[src/rtl/bias_add_sat_relu.sv]
// bias_add_sat_relu
//   Adds a runtime-loadable per-lane bias to every adder-tree output lane,
//   saturates each lane to DATA_W bits and optionally applies ReLU. The
//   datapath is a 2-stage valid/ready pipeline. A bank of DEPTH bias groups
//   is selected by a group pointer that advances on each accepted in_last
//   and wraps after num_groups groups.
//
// Ports
//   clk, rst_n        clock; asynchronous active-low reset
//   bias_we/_waddr    write one whole bias group (bias_wdata, lane k at
//   /_wdata           [BIAS_W*(k+1)-1 : BIAS_W*k])
//   num_groups        groups used by the current layer (1..DEPTH)
//   relu_en           clamp negative results to zero (applied in stage 2)
//   start             clears the group pointer and sat_flag
//   in_valid/in_ready input beat handshake; in_data packed as bias_wdata
//   in_last           last beat of the current group
//   out_valid/ready   output beat handshake; out_data packed as in_data
//   group_idx         current group pointer
//   sat_flag          sticky: some lane clipped since start or reset
module bias_add_sat_relu #(
    parameter int N_adder_tree = 16,
    parameter int DATA_W       = 18,
    parameter int BIAS_W       = 18,
    parameter int DEPTH        = 8,
    parameter int ADDR_W       = 3
) (
    input  logic                           clk,
    input  logic                           rst_n,
    input  logic                           bias_we,
    input  logic [ADDR_W-1:0]              bias_waddr,
    input  logic [N_adder_tree*BIAS_W-1:0] bias_wdata,
    input  logic [ADDR_W:0]                num_groups,
    input  logic                           relu_en,
    input  logic                           start,
    input  logic                           in_valid,
    output logic                           in_ready,
    input  logic [N_adder_tree*DATA_W-1:0] in_data,
    input  logic                           in_last,
    output logic                           out_valid,
    input  logic                           out_ready,
    output logic [N_adder_tree*DATA_W-1:0] out_data,
    output logic [ADDR_W-1:0]              group_idx,
    output logic                           sat_flag
);

    // Stage-1 sums carry one guard bit so the overflow is visible in stage 2.
    localparam int SW = DATA_W + 1;

    logic [N_adder_tree*BIAS_W-1:0] bank_q [DEPTH];

    logic [ADDR_W-1:0]              grp_q, grp_d;
    logic                           sat_q, sat_d;
    logic                           s1_valid_q;
    logic [N_adder_tree*SW-1:0]     s1_data_q, s1_data_d;
    logic                           out_valid_q;
    logic [N_adder_tree*DATA_W-1:0] out_data_q, out_data_d;

    logic                           adv;
    logic                           accept;
    logic                           clip_any;
    logic [N_adder_tree*BIAS_W-1:0] bias_rd;
    logic [ADDR_W:0]                ng_m1;
    logic [ADDR_W-1:0]              last_grp;
    logic [SW-1:0]                  s2_lane;
    logic [DATA_W-1:0]              s2_res;

    assign adv       = !out_valid_q || out_ready;
    assign accept    = in_valid && adv;
    assign in_ready  = adv;
    assign out_valid = out_valid_q;
    assign out_data  = out_data_q;
    assign group_idx = grp_q;
    assign sat_flag  = sat_q;

    // Registered bank read: a same-cycle write is seen only by later beats.
    assign bias_rd = bank_q[grp_q];

    // Illegal num_groups falls back to using the full bank.
    always_comb begin
        ng_m1 = num_groups - 1'b1;
        if (num_groups == '0 || num_groups > (ADDR_W+1)'(DEPTH)) begin
            last_grp = ADDR_W'(DEPTH - 1);
        end else begin
            last_grp = ng_m1[ADDR_W-1:0];
        end
    end

    // Group pointer; start wins over a simultaneous in_last.
    always_comb begin
        grp_d = grp_q;
        if (start) begin
            grp_d = '0;
        end else if (accept && in_last) begin
            grp_d = (grp_q >= last_grp) ? '0 : grp_q + 1'b1;
        end
    end

    // Stage 1: sign-extended add at DATA_W+1 bits.
    always_comb begin
        s1_data_d = '0;
        for (int unsigned k = 0; k < N_adder_tree; k++) begin
            s1_data_d[k*SW +: SW] =
                {in_data[k*DATA_W + DATA_W - 1], in_data[k*DATA_W +: DATA_W]} +
                {{(SW-BIAS_W){bias_rd[k*BIAS_W + BIAS_W - 1]}}, bias_rd[k*BIAS_W +: BIAS_W]};
        end
    end

    // Stage 2: saturate (guard bit differs from sign bit => overflow), then ReLU.
    always_comb begin
        out_data_d = '0;
        clip_any   = 1'b0;
        s2_lane    = '0;
        s2_res     = '0;
        for (int unsigned k = 0; k < N_adder_tree; k++) begin
            s2_lane = s1_data_q[k*SW +: SW];
            if (s2_lane[SW-1] != s2_lane[SW-2]) begin
                clip_any = 1'b1;
                s2_res   = s2_lane[SW-1] ? {1'b1, {(DATA_W-1){1'b0}}}
                                         : {1'b0, {(DATA_W-1){1'b1}}};
            end else begin
                s2_res = s2_lane[DATA_W-1:0];
            end
            if (relu_en && s2_res[DATA_W-1]) begin
                s2_res = '0;
            end
            out_data_d[k*DATA_W +: DATA_W] = s2_res;
        end
    end

    // Clip detection is taken before ReLU; start clears with priority.
    always_comb begin
        sat_d = sat_q;
        if (start) begin
            sat_d = 1'b0;
        end else if (adv && s1_valid_q && clip_any) begin
            sat_d = 1'b1;
        end
    end

    always_ff @(posedge clk or negedge rst_n) begin
        if (!rst_n) begin
            grp_q       <= '0;
            sat_q       <= 1'b0;
            s1_valid_q  <= 1'b0;
            s1_data_q   <= '0;
            out_valid_q <= 1'b0;
            out_data_q  <= '0;
        end else begin
            grp_q <= grp_d;
            sat_q <= sat_d;
            if (adv) begin
                s1_valid_q  <= in_valid;
                out_valid_q <= s1_valid_q;
                if (in_valid) begin
                    s1_data_q <= s1_data_d;
                end
                if (s1_valid_q) begin
                    out_data_q <= out_data_d;
                end
            end
        end
    end

    // Bias bank; writes are independent of the pipeline handshake, and
    // addresses beyond DEPTH-1 match no entry.
    always_ff @(posedge clk or negedge rst_n) begin
        if (!rst_n) begin
            for (int unsigned g = 0; g < DEPTH; g++) begin
                bank_q[g] <= '0;
            end
        end else begin
            for (int unsigned g = 0; g < DEPTH; g++) begin
                if (bias_we && bias_waddr == ADDR_W'(g)) begin
                    bank_q[g] <= bias_wdata;
                end
            end
        end
    end

endmodule

[config.mk]
export PLATFORM = sky130hd
export DESIGN_NAME = bias_add_sat_relu
export DESIGN_NICKNAME = d
export VERILOG_FILES = /design/src/rtl/bias_add_sat_relu.sv
export SDC_FILE = /design/constraint.sdc
export NUM_CORES = 2
export LEC_CHECK = 0
export CAP_MARGIN = 20
export CORE_MARGIN = 1.5
export CORE_UTILIZATION = 57
export DETAILED_ROUTE_END_ITERATION = 16
export PLACE_DENSITY = 0.79
export SLEW_MARGIN = 15
export SYNTH_ARGS = -nofsm -noshare
export SYNTH_HDL_FRONTEND = slang
export SYNTH_SLANG_ARGS = --single-unit
[constraint.sdc]
create_clock -name clk -period 4.9 [get_ports clk]
set_input_delay 1.225 -clock clk [delete_from_list [all_inputs] [get_ports clk]]
set_output_delay 1.225 -clock clk [all_outputs]
set_load 0.02 [all_outputs]
==> run summary <==
status: finished, final reports clean
CTS Hold Bufs: 0
first-pass GRT wire length: 595000 µm
warnings from Yosys: 0
final setup TNS: 0 ns
total CTS buffers: 322
dominant cell type by area after synthesis: dfrtp_1
Max IR drop VDD: 0.376 mV
Post-Syn Nets: 11400
# nets final: 12300
Worst Setup End Kind: flip-flop
crit-path most repeated cell: buf_12
Clock Latency Late Sink: 0.94 ns
Starting Density: 57.3%
hpwl dp: 263000 µm
final wirelength: 386000 µm
Post-synth EDFFs: 0
max-cap violations: 0
# setup viols final: 0
most frequent cells in the layout: 2899 x dfrtp_1, 2584 x mux2_2, 882 x clkdlybuf4s50_1, 663 x nor2_1, 642 x o21ai_0
port buffer count: 884
setup slack, reg-to-reg: 0.30 ns
Yosys reg bits: 2902
Final period util: 93.8%
slew of the pin with the lowest slew margin: 1.14 ns
post-CTS setup buffers: 0
Hold/Removal Path Class: in2async
Slowest cell on crit path: dfrtp_4
number of H-tree levels: 5
Rel. slew slack: 24.1%
die area: 248000 µm²
initial antenna violation count: 132
reg-to-reg critical path endpoint: s1_data_q[75]
required time of the critical path: 5.75 ns
Final Hold Fails: 0
most common cell after layout, fill and taps aside: dfrtp_1
DR vias/cell: 6.20
gr ovfl total: 0
CP bufs+invs: 4
Core Region: 243000 µm²
syn avg cell area: 13.3 µm²
Yosys cell types: 70
Synth area leaders: dfrtp_1 52%, mux2_2 21%, mux4_2 9.3%
mapped cell area: 140000 µm²
1st-pass router iterations: 5
post-route ant nets: 0
Worst R2R Path Depth: 16
Die Width: 498 µm
Placer Congestion: 0.918
I/O pin count: 885
critical path cell sequence: buf_12, buf_12, mux4_2, mux2_2, ha_1, inv_1, fa_1, nor2b_1, o31a_1, nor3_1, o21ai_0, buf_4, nor4_1, o31ai_1, a211oi_1, a211o_1
critical path's top delay family: compound AO/OA/AOI/OAI gates
maximum clock frequency: 0.218 GHz
minimum clock period: 4.60 ns
Num Clock Sinks: 2902
Primary FF master, synth: dfrtp_1
Die H: 498 µm
sequential area share after synthesis: 52.0%
Cells after Synth: 10500
Final Skew: 0.0746 ns
initial drt markers: 6801
Clk pin slew, worst setup/hold paths: 0.06 ns
WS Path Type: reg2reg
synthesis-to-layout area growth: 17.8%
Pins Over Slew Limit: 0
vias in the first global route: 97200
fraction of layout cells with a size suffix above 1: 34.6%
FP Rows: 181
Tot GR Track Use: 31.2%
Leak: 69.3 nW
CTS tree: yes
pre-CTS WS: 0.323 ns
CP startpoint kind: flip-flop
Resized Gates After CTS: 0
vias: 92300
pin count of the biggest net entering global routing: 163
RSZ-0062 raised after global routing: false
PwrDens: 508 nW/µm²
DRC: 0
final worst slack: 0.304 ns
Clock Path Buffers: 4
post-synth top area share: 52.0%
peak fanout along the critical path: 20
Routed WL per cell: 25.9 µm
Crit path largest cell delay: 0.90 ns
worst reg2reg startpoint: group_idx[0]
Async S/R FF share, synth: 100%
clk root buf: clkbuf_16
fill count: 16500
Arrival @ worst endpoint: 5.45 ns
-- layout make-up --
type	count	area [µm²]	area share (%)
multi-input combinational	6853	64000	38.9
antenna	79	198	0.120
timing repair buffer	1206	12700	7.71
sequential	2902	72600	44.2
clock inverter	101	1310	0.798
inverter	95	357	0.217
clock buffer	453	9300	5.65
tap	3202	4010	2.44
-- power by group --
group          leakage [nW]  internal (W)  switching [W]
sequential             35.0        0.0304        0.00449
combinational          29.1        0.0122         0.0120
clock                  5.21        0.0147        0.00978
-- stage by stage --
stage / cell area, µm² / hold WS [ns] / utilization [%] / std cells / total power, W
CTS: 164000 / 0.314 / 67.5 / 14800 / 0.0838
global route: 164000 / 0.329 / 67.5 / 14900 / 0.0876
floorplan: 140000 / 0.436 / - / 10500 / 0.0496
finish: 164000 / 0.312 / 67.6 / 14900 / 0.0835
global placement: 154000 / 0.459 / 63.1 / 14300 / 0.0577
detailed placement: 154000 / 0.469 / 63.1 / 14300 / 0.0591
-- flip-flops by register name (all words and copies together) (netlist names) --
name and cells:
s1_valid_q 1, out_data 288, s1_data_q 304, group_idx 3, sat_flag 1, out_valid 1
bank_q 2304
-- how the worst max path moves through the flow --
stage,depth (start not counted),from,endpoint,slack (ns)
global route,13,group_idx[0],s1_data_q[244],0.01
CTS,16,group_idx[0],s1_data_q[75],0.32
finish,16,group_idx[0],s1_data_q[75],0.30
floorplan,16,group_idx[0],s1_data_q[92],0.67
global placement,13,group_idx[0],s1_data_q[74],0.30
detailed placement,13,group_idx[0],s1_data_q[244],0.32
-- cells in the mapped netlist (8+ instances only) --
master,instances
o31a_1,11
and3_1,16
nand3b_1,13
a211oi_1,60
o311ai_0,10
ha_1,293
nand3_1,33
a21oi_1,461
nand2b_1,60
nand2_1,631
nor2_1,663
nand4_1,14
o2111ai_1,16
a211o_1,18
dfrtp_1,2902
a21o_1,95
nor2b_1,46
o211ai_1,19
or3_1,11
or2_2,8
o31ai_1,41
buf_1,60
o21bai_1,32
buf_2,146
o21ai_0,642
o21ai_1,9
nor3_1,31
xor2_1,91
and2_1,18
inv_1,95
xnor2_1,112
mux2_2,2584
mux2i_1,27
nor3b_1,27
o21a_1,37
nand4b_1,13
mux4_2,576
a31oi_1,22
clkbuf_1,463
fa_1,16
-- kinds of logic (layout without fill, tap and decap cells) --
| group | Yosys count | after routing | synth area share, % |
|---|---|---|---|
| buffers and inverters | 764 | 1855 | 2.18 |
| XOR/XNOR | 203 | 203 | 1.27 |
| AND/OR/NAND/NOR | 1610 | 1610 | 4.94 |
| adder cells (fa/ha/maj) | 309 | 309 | 2.86 |
| multiplexers | 3187 | 3187 | 30.3 |
| other | 0 | 79 | 0 |
| flip-flops | 2902 | 2902 | 52.0 |
| AO/OA/AOI/OAI | 1544 | 1544 | 6.40 |
-- per-layer routing --
layer,GRT usage [%],vias up,wire [µm]
met5,0,-,625
met4,16.1,96,20400
met3,6.06,916,24600
met2,50.3,3005,186000
met1,40.2,48000,155000
li1,-,40300,-
(Power assumes the default switching activity.)
